===== config.mk =====
export PLATFORM = sky130hd
export DESIGN_NAME = regfile_wb_sink
export DESIGN_NICKNAME = d
export VERILOG_FILES = /design/src/rtl/regfile_wb_sink.sv
export SDC_FILE = /design/constraint.sdc
export NUM_CORES = 2
export LEC_CHECK = 0
export CAP_MARGIN = 20
export CORE_UTILIZATION = 60
export DETAILED_ROUTE_END_ITERATION = 10
export MAX_ROUTING_LAYER = met4
export PLACE_DENSITY = 0.77
export SYNTH_ARGS = -nofsm -noshare
export SYNTH_HDL_FRONTEND = slang
export SYNTH_SLANG_ARGS = --single-unit

===== constraint.sdc =====
create_clock -name wb_clk -period 2.25 [get_ports wb_clk]
set_clock_uncertainty 0.05 [all_clocks]
set_input_delay 0.3375 -clock wb_clk [delete_from_list [all_inputs] [get_ports wb_clk]]
set_output_delay 0.3375 -clock wb_clk [all_outputs]
set_load 0.02 [all_outputs]

===== src/rtl/regfile_wb_sink.sv =====
// ---------------------------------------------------------------------------
// regfile_wb_sink
//
// Integer register file sitting between the writeback stage (one write port)
// and the decode stage (two registered source-operand reads).
//
//   - x0 is hardwired to zero: writes to it are dropped and reads of it
//     return zero without consulting the bypass.
//   - A write and a read of the same register on the same edge return the
//     new value (write-first bypass), so no committed write is ever
//     invisible to a concurrent read.
//   - Read results are registered behind a ce/stall/flush handshake.
//   - While decode is stalled, a held operand whose captured address is
//     being written is refreshed on the same edge as the write.
//
// Parameters
//   DWIDTH        register data width
//   AWIDTH        register address width (2**AWIDTH entries)
//
// Ports
//   wb_clk        clock, rising edge
//   wb_rst        asynchronous reset, active low
//   rf_i_we       writeback write enable
//   rf_i_rd_addr  writeback destination register
//   rf_i_rd_data  writeback data
//   rf_i_rs1_addr source register 1 address
//   rf_i_rs2_addr source register 2 address
//   rf_i_ce       read request valid
//   rf_i_stall    hold all read outputs (with late-write refresh)
//   rf_i_flush    drop the read in flight
//   rf_o_rs1_data registered operand 1
//   rf_o_rs2_data registered operand 2
//   rf_o_rs1_addr address captured with rf_o_rs1_data
//   rf_o_rs2_addr address captured with rf_o_rs2_data
//   rf_o_ce       registered operands valid
// ---------------------------------------------------------------------------
module regfile_wb_sink #(
  parameter int DWIDTH = 32,
  parameter int AWIDTH = 5
) (
  input  logic              wb_clk,
  input  logic              wb_rst,
  input  logic              rf_i_we,
  input  logic [AWIDTH-1:0] rf_i_rd_addr,
  input  logic [DWIDTH-1:0] rf_i_rd_data,
  input  logic [AWIDTH-1:0] rf_i_rs1_addr,
  input  logic [AWIDTH-1:0] rf_i_rs2_addr,
  input  logic              rf_i_ce,
  input  logic              rf_i_stall,
  input  logic              rf_i_flush,
  output logic [DWIDTH-1:0] rf_o_rs1_data,
  output logic [DWIDTH-1:0] rf_o_rs2_data,
  output logic [AWIDTH-1:0] rf_o_rs1_addr,
  output logic [AWIDTH-1:0] rf_o_rs2_addr,
  output logic              rf_o_ce
);

  localparam int NREG = 1 << AWIDTH;

  // Handshake: the read side has no ready; the consumer throttles with
  // stall. On each edge, in priority order: flush drops the output valid
  // (data/address hold); stall holds valid and address while refreshing
  // held data from a matching write; ce captures a new read and raises
  // valid; otherwise valid drops and data/address hold. The write side is
  // fire-and-forget: rf_i_we commits on every edge regardless of the read
  // handshake, since retiring instructions are never squashed here.

  logic [DWIDTH-1:0] mem [NREG];

  // Qualified write: x0 writes are discarded everywhere, including bypass.
  logic wr_en;
  assign wr_en = rf_i_we && (rf_i_rd_addr != '0);

  // -------------------------------------------------------------------------
  // Storage
  // -------------------------------------------------------------------------
  always_ff @(posedge wb_clk or negedge wb_rst) begin
    if (!wb_rst) begin
      mem <= '{default: '0};
    end else if (wr_en) begin
      mem[rf_i_rd_addr] <= rf_i_rd_data;
    end
  end

  // -------------------------------------------------------------------------
  // Read value per port: zero for x0, else bypass a same-edge write, else
  // the stored value.
  // -------------------------------------------------------------------------
  logic [DWIDTH-1:0] rs1_val;
  logic [DWIDTH-1:0] rs2_val;

  always_comb begin
    rs1_val = mem[rf_i_rs1_addr];
    if (rf_i_rs1_addr == '0) begin
      rs1_val = '0;
    end else if (wr_en && (rf_i_rd_addr == rf_i_rs1_addr)) begin
      rs1_val = rf_i_rd_data;
    end
  end

  always_comb begin
    rs2_val = mem[rf_i_rs2_addr];
    if (rf_i_rs2_addr == '0) begin
      rs2_val = '0;
    end else if (wr_en && (rf_i_rd_addr == rf_i_rs2_addr)) begin
      rs2_val = rf_i_rd_data;
    end
  end

  // Stall refresh: a write landing on a held operand's address replaces
  // the held data so it is never older than the last committed write.
  // wr_en already excludes x0, so a held x0 operand stays zero.
  logic rs1_refresh;
  logic rs2_refresh;
  assign rs1_refresh = wr_en && (rf_i_rd_addr == rf_o_rs1_addr);
  assign rs2_refresh = wr_en && (rf_i_rd_addr == rf_o_rs2_addr);

  // -------------------------------------------------------------------------
  // Read pipeline register
  // -------------------------------------------------------------------------
  always_ff @(posedge wb_clk or negedge wb_rst) begin
    if (!wb_rst) begin
      rf_o_rs1_data <= '0;
      rf_o_rs2_data <= '0;
      rf_o_rs1_addr <= '0;
      rf_o_rs2_addr <= '0;
      rf_o_ce       <= 1'b0;
    end else if (rf_i_flush) begin
      rf_o_ce <= 1'b0;
    end else if (rf_i_stall) begin
      if (rs1_refresh) begin
        rf_o_rs1_data <= rf_i_rd_data;
      end
      if (rs2_refresh) begin
        rf_o_rs2_data <= rf_i_rd_data;
      end
    end else if (rf_i_ce) begin
      rf_o_rs1_addr <= rf_i_rs1_addr;
      rf_o_rs2_addr <= rf_i_rs2_addr;
      rf_o_rs1_data <= rs1_val;
      rf_o_rs2_data <= rs2_val;
      rf_o_ce       <= 1'b1;
    end else begin
      rf_o_ce <= 1'b0;
    end
  end

endmodule


==> impl_metrics.csv <==
group,metric,value,unit
outcome,status,"finished, violations left",
outcome,violations,"setup timing",
sta,worstMarginPinSlew,0.706,ns
clock_network,cts_buffers,112,
sta,slew-limit-headroom,52.9,%
critical_path,crit_buf_inv,1,
floorplanning,coreArea,91900,um2
clock_network,cts.path.max_buffers,3,
grt,grt-ovfl-total,0,
final_layout,postLayoutCoreUtil,72.3,%
grt,grt_max_degree,102,
sta,rsz0062_at_grt,"false",
sta,finalSetupViolCount,1,
floorplanning,num_rows,111,
clock_network,clk_pin_slew,0.06,ns
final_layout,syn_to_final_growth,19.0,%
critical_path,cp_cell_sequence,"clkdlybuf4s50_1",
synthesis,syn_area,55900,um2
sta,setup_ws,-0.00169,ns
critical_path,crit_arrival,1.86,ns
synthesis,synth_warnings,0,
sta,timing.setup.tns,-0.00169,ns
power_and_ir_drop,p_leak,0.0292,uW
routing,route.detailed.wl_per_inst,31.9,um
sta,period_minus_slack,2.25,ns
final_layout,multi_input_area,26800,um2
synthesis,yosysUniqueCellTypes,43,
clock_network,cts_tree,"done",
clock_network,postCtsSetupBuffers,0,
sta,fmaxAchievable,444,MHz
final_layout,fillerInstances,5832,
synthesis,syn_avg_cell_area,13.2,um2
floorplanning,start_util,60.8,%
floorplanning,die_y,307,um
floorplanning,die_x,307,um
sta,hold_viol,0,
floorplanning,io_pins,128,
final_layout,drive_above_1_share,35.0,%
routing,drtAntennaViolNets,0,
grt,grt_pass1_vias,43692,
critical_path,cp.depth,1,
critical_path,worstPathRequired,1.86,ns
placement,gp_congestion,0.958,
floorplanning,die_area,94400,um2
grt,grt_usage,41.8,%
hold_path,hold_depth,4,
hold_path,hold_path_class,"input pin to flop",
power_and_ir_drop,powerDensity,886,nW/um2
power_and_ir_drop,vdd_drop_max,0.000694,V
synthesis,yosys-top-cells-area,"dfrtp_1 (49%), mux4_2 (22%), mux2_2 (7.6%)",
routing,vias_per_cell,7.19,
final_layout,nets,4531,
final_layout,final_cell_mix,"dfrtp_1 (1098), nand2_1 (640), mux4_2 (544)",
clock_network,insertion_delay,0.73,ns
synthesis,synth_flop_cell,"dfrtp_1",
critical_path,cp_top_family,"buffers and inverters",
synthesis,synth_edf_count,0,
placement,portBuffers,127,
grt,grt_pass1_wl,280000,um
synthesis,synth_top_area_cell,"dfrtp_1",
clock_network,cts_max_level,3,
clock_network,cts_sinks,1099,
final_layout,final_common_cell,"dfrtp_1",
critical_path,endpoint_kind,"output pin",
synthesis,seq_area_frac_synth,49.2,%
routing,drc,0,
routing,routed_wl,185000,um
critical_path,reg2reg_depth,6,
final_layout,ff_latch_area,27500,um2
routing,num_vias,41840,
placement,pre_cts_ws,-0.464,ns
sta,slew_violations,0,
critical_path,worst-setup-path-type,"flop to output pin",
sta,period_share,100,%
routing,dr.pass1.iters,6,
critical_path,max_stage_delay,0.66,ns
routing,drt_iter0_markers,5013,
job,maxCapViolations,0,
critical_path,cp_max_fo,2,
synthesis,syn_nets,4292,
placement,dp_hpwl,123000,um
synthesis,synth_top_area_share,49.2,%
synthesis,synth_cells,4239,
critical_path,slowest_stage,"clkdlybuf4s50_1",
synthesis,ys_ff_latch,1099,
critical_path,startpoint_type,"flop",
synthesis,synthArstFlopShare,100,%
sta,timing.hold.ws,0.0738,ns
clock_network,cts_root_buffer,"clkbuf_16",
grt,antenna_found_initial,4,
-- logic make-up (layout without fill, tap and decap cells) --
family / count (synthesis) / count (layout) / share of synthesized area (%)
and+or+nand+nor: 744 / 744 / 5.31
other: 0 / 4 / 0
buffers and inverters: 477 / 807 / 3.47
AOI/OAI and AO/OA: 810 / 810 / 8.87
xor gates and xnor gates: 20 / 20 / 0.313
muxes: 1089 / 1089 / 32.8
DFF: 1099 / 1099 / 49.2
-- layout make-up --
type | instances | share of cell area [%]
Antenna cell | 4 | 0.0150
Clock buffer | 163 | 4.89
Clock inverter | 42 | 0.909
Inverter | 33 | 0.186
Multi-Input combinational cell | 2663 | 40.3
Sequential cell | 1099 | 41.3
Tap cell | 1243 | 2.34
Timing Repair Buffer | 569 | 10.0
-- where the power goes --
| part | switching, uW | total [uW] | internal [uW] |
|---|---|---|---|
| Sequential | 3190 | 26700 | 23500 |
| Clock | 8170 | 19700 | 11500 |
| Combinational | 5570 | 12500 | 6940 |
-- layer usage --
metal  global-route usage (%)  part of all wire [%]
met5                        -                     0
met4                     25.5                   7.3
met3                     11.9                    13
met2                     59.1                    45
met1                     53.8                    35
-- cell usage after synthesis, drive strengths merged (2+ instances only) --
cell type and count:
nand4 2, inv 33, or4 2, and2 2
mux2i 33, dfrtp 1099, xnor2 9, nand3b 5
nand3 6, nor2 24, clkbuf 354, nor4 34
nor3b 4, mux4 544, nand2 653, mux2 512
or2 2, a21oi 32, nor3 3, a21o 32
nor2b 4, a2111o 32, xor2 11, o21ai 483
buf 90, o2111ai 32, a22oi 192
-- state kept, by name, indices dropped and copies added, names as in the netlist --
name and flops:
rf_o_ce 1, rf_o_rs1_data 32, rf_o_rs1_addr 5, rf_o_rs2_data 32, rf_o_rs2_addr 5, mem 1024
-- final timing paths --
| kind | start | end | slack, ns |
|---|---|---|---|
| worst max-delay path | rf_o_rs1_data[14] | rf_o_rs1_data[14] | -0.002 |
| worst min-delay path | rf_i_rs2_addr[4] | rf_o_rs2_addr[4] | 0.07 |
| worst max register to register | rf_o_rs2_addr[3] | rf_o_rs2_data[3] | 0.09 |
| worst min register to register | mem[992] | mem[992] | 0.35 |
| max in group asynchronous | wb_rst | mem[317] | 1.14 |
| min in group asynchronous | wb_rst | mem[141] | 0.09 |
-- per-stage QoR --
step / cells / instance area (um2) / total power [uW]
global route: 5815 / 66500 / 60900
finish: 5816 / 66500 / 58900
CTS: 5812 / 66500 / 58700
floorplan: 4239 / 56100 / 34000
global placement: 5606 / 62600 / 38400
detailed placement: 5606 / 62600 / 39200
-- what timing repair did --
action	CTS	global route
setup endpoints to repair	16	8
gates resized for setup	16	8
hold endpoints to repair	716	0
gates cloned	0	0
hold buffers	1	0
Note: power is estimated with default switching activity, not from simulation.
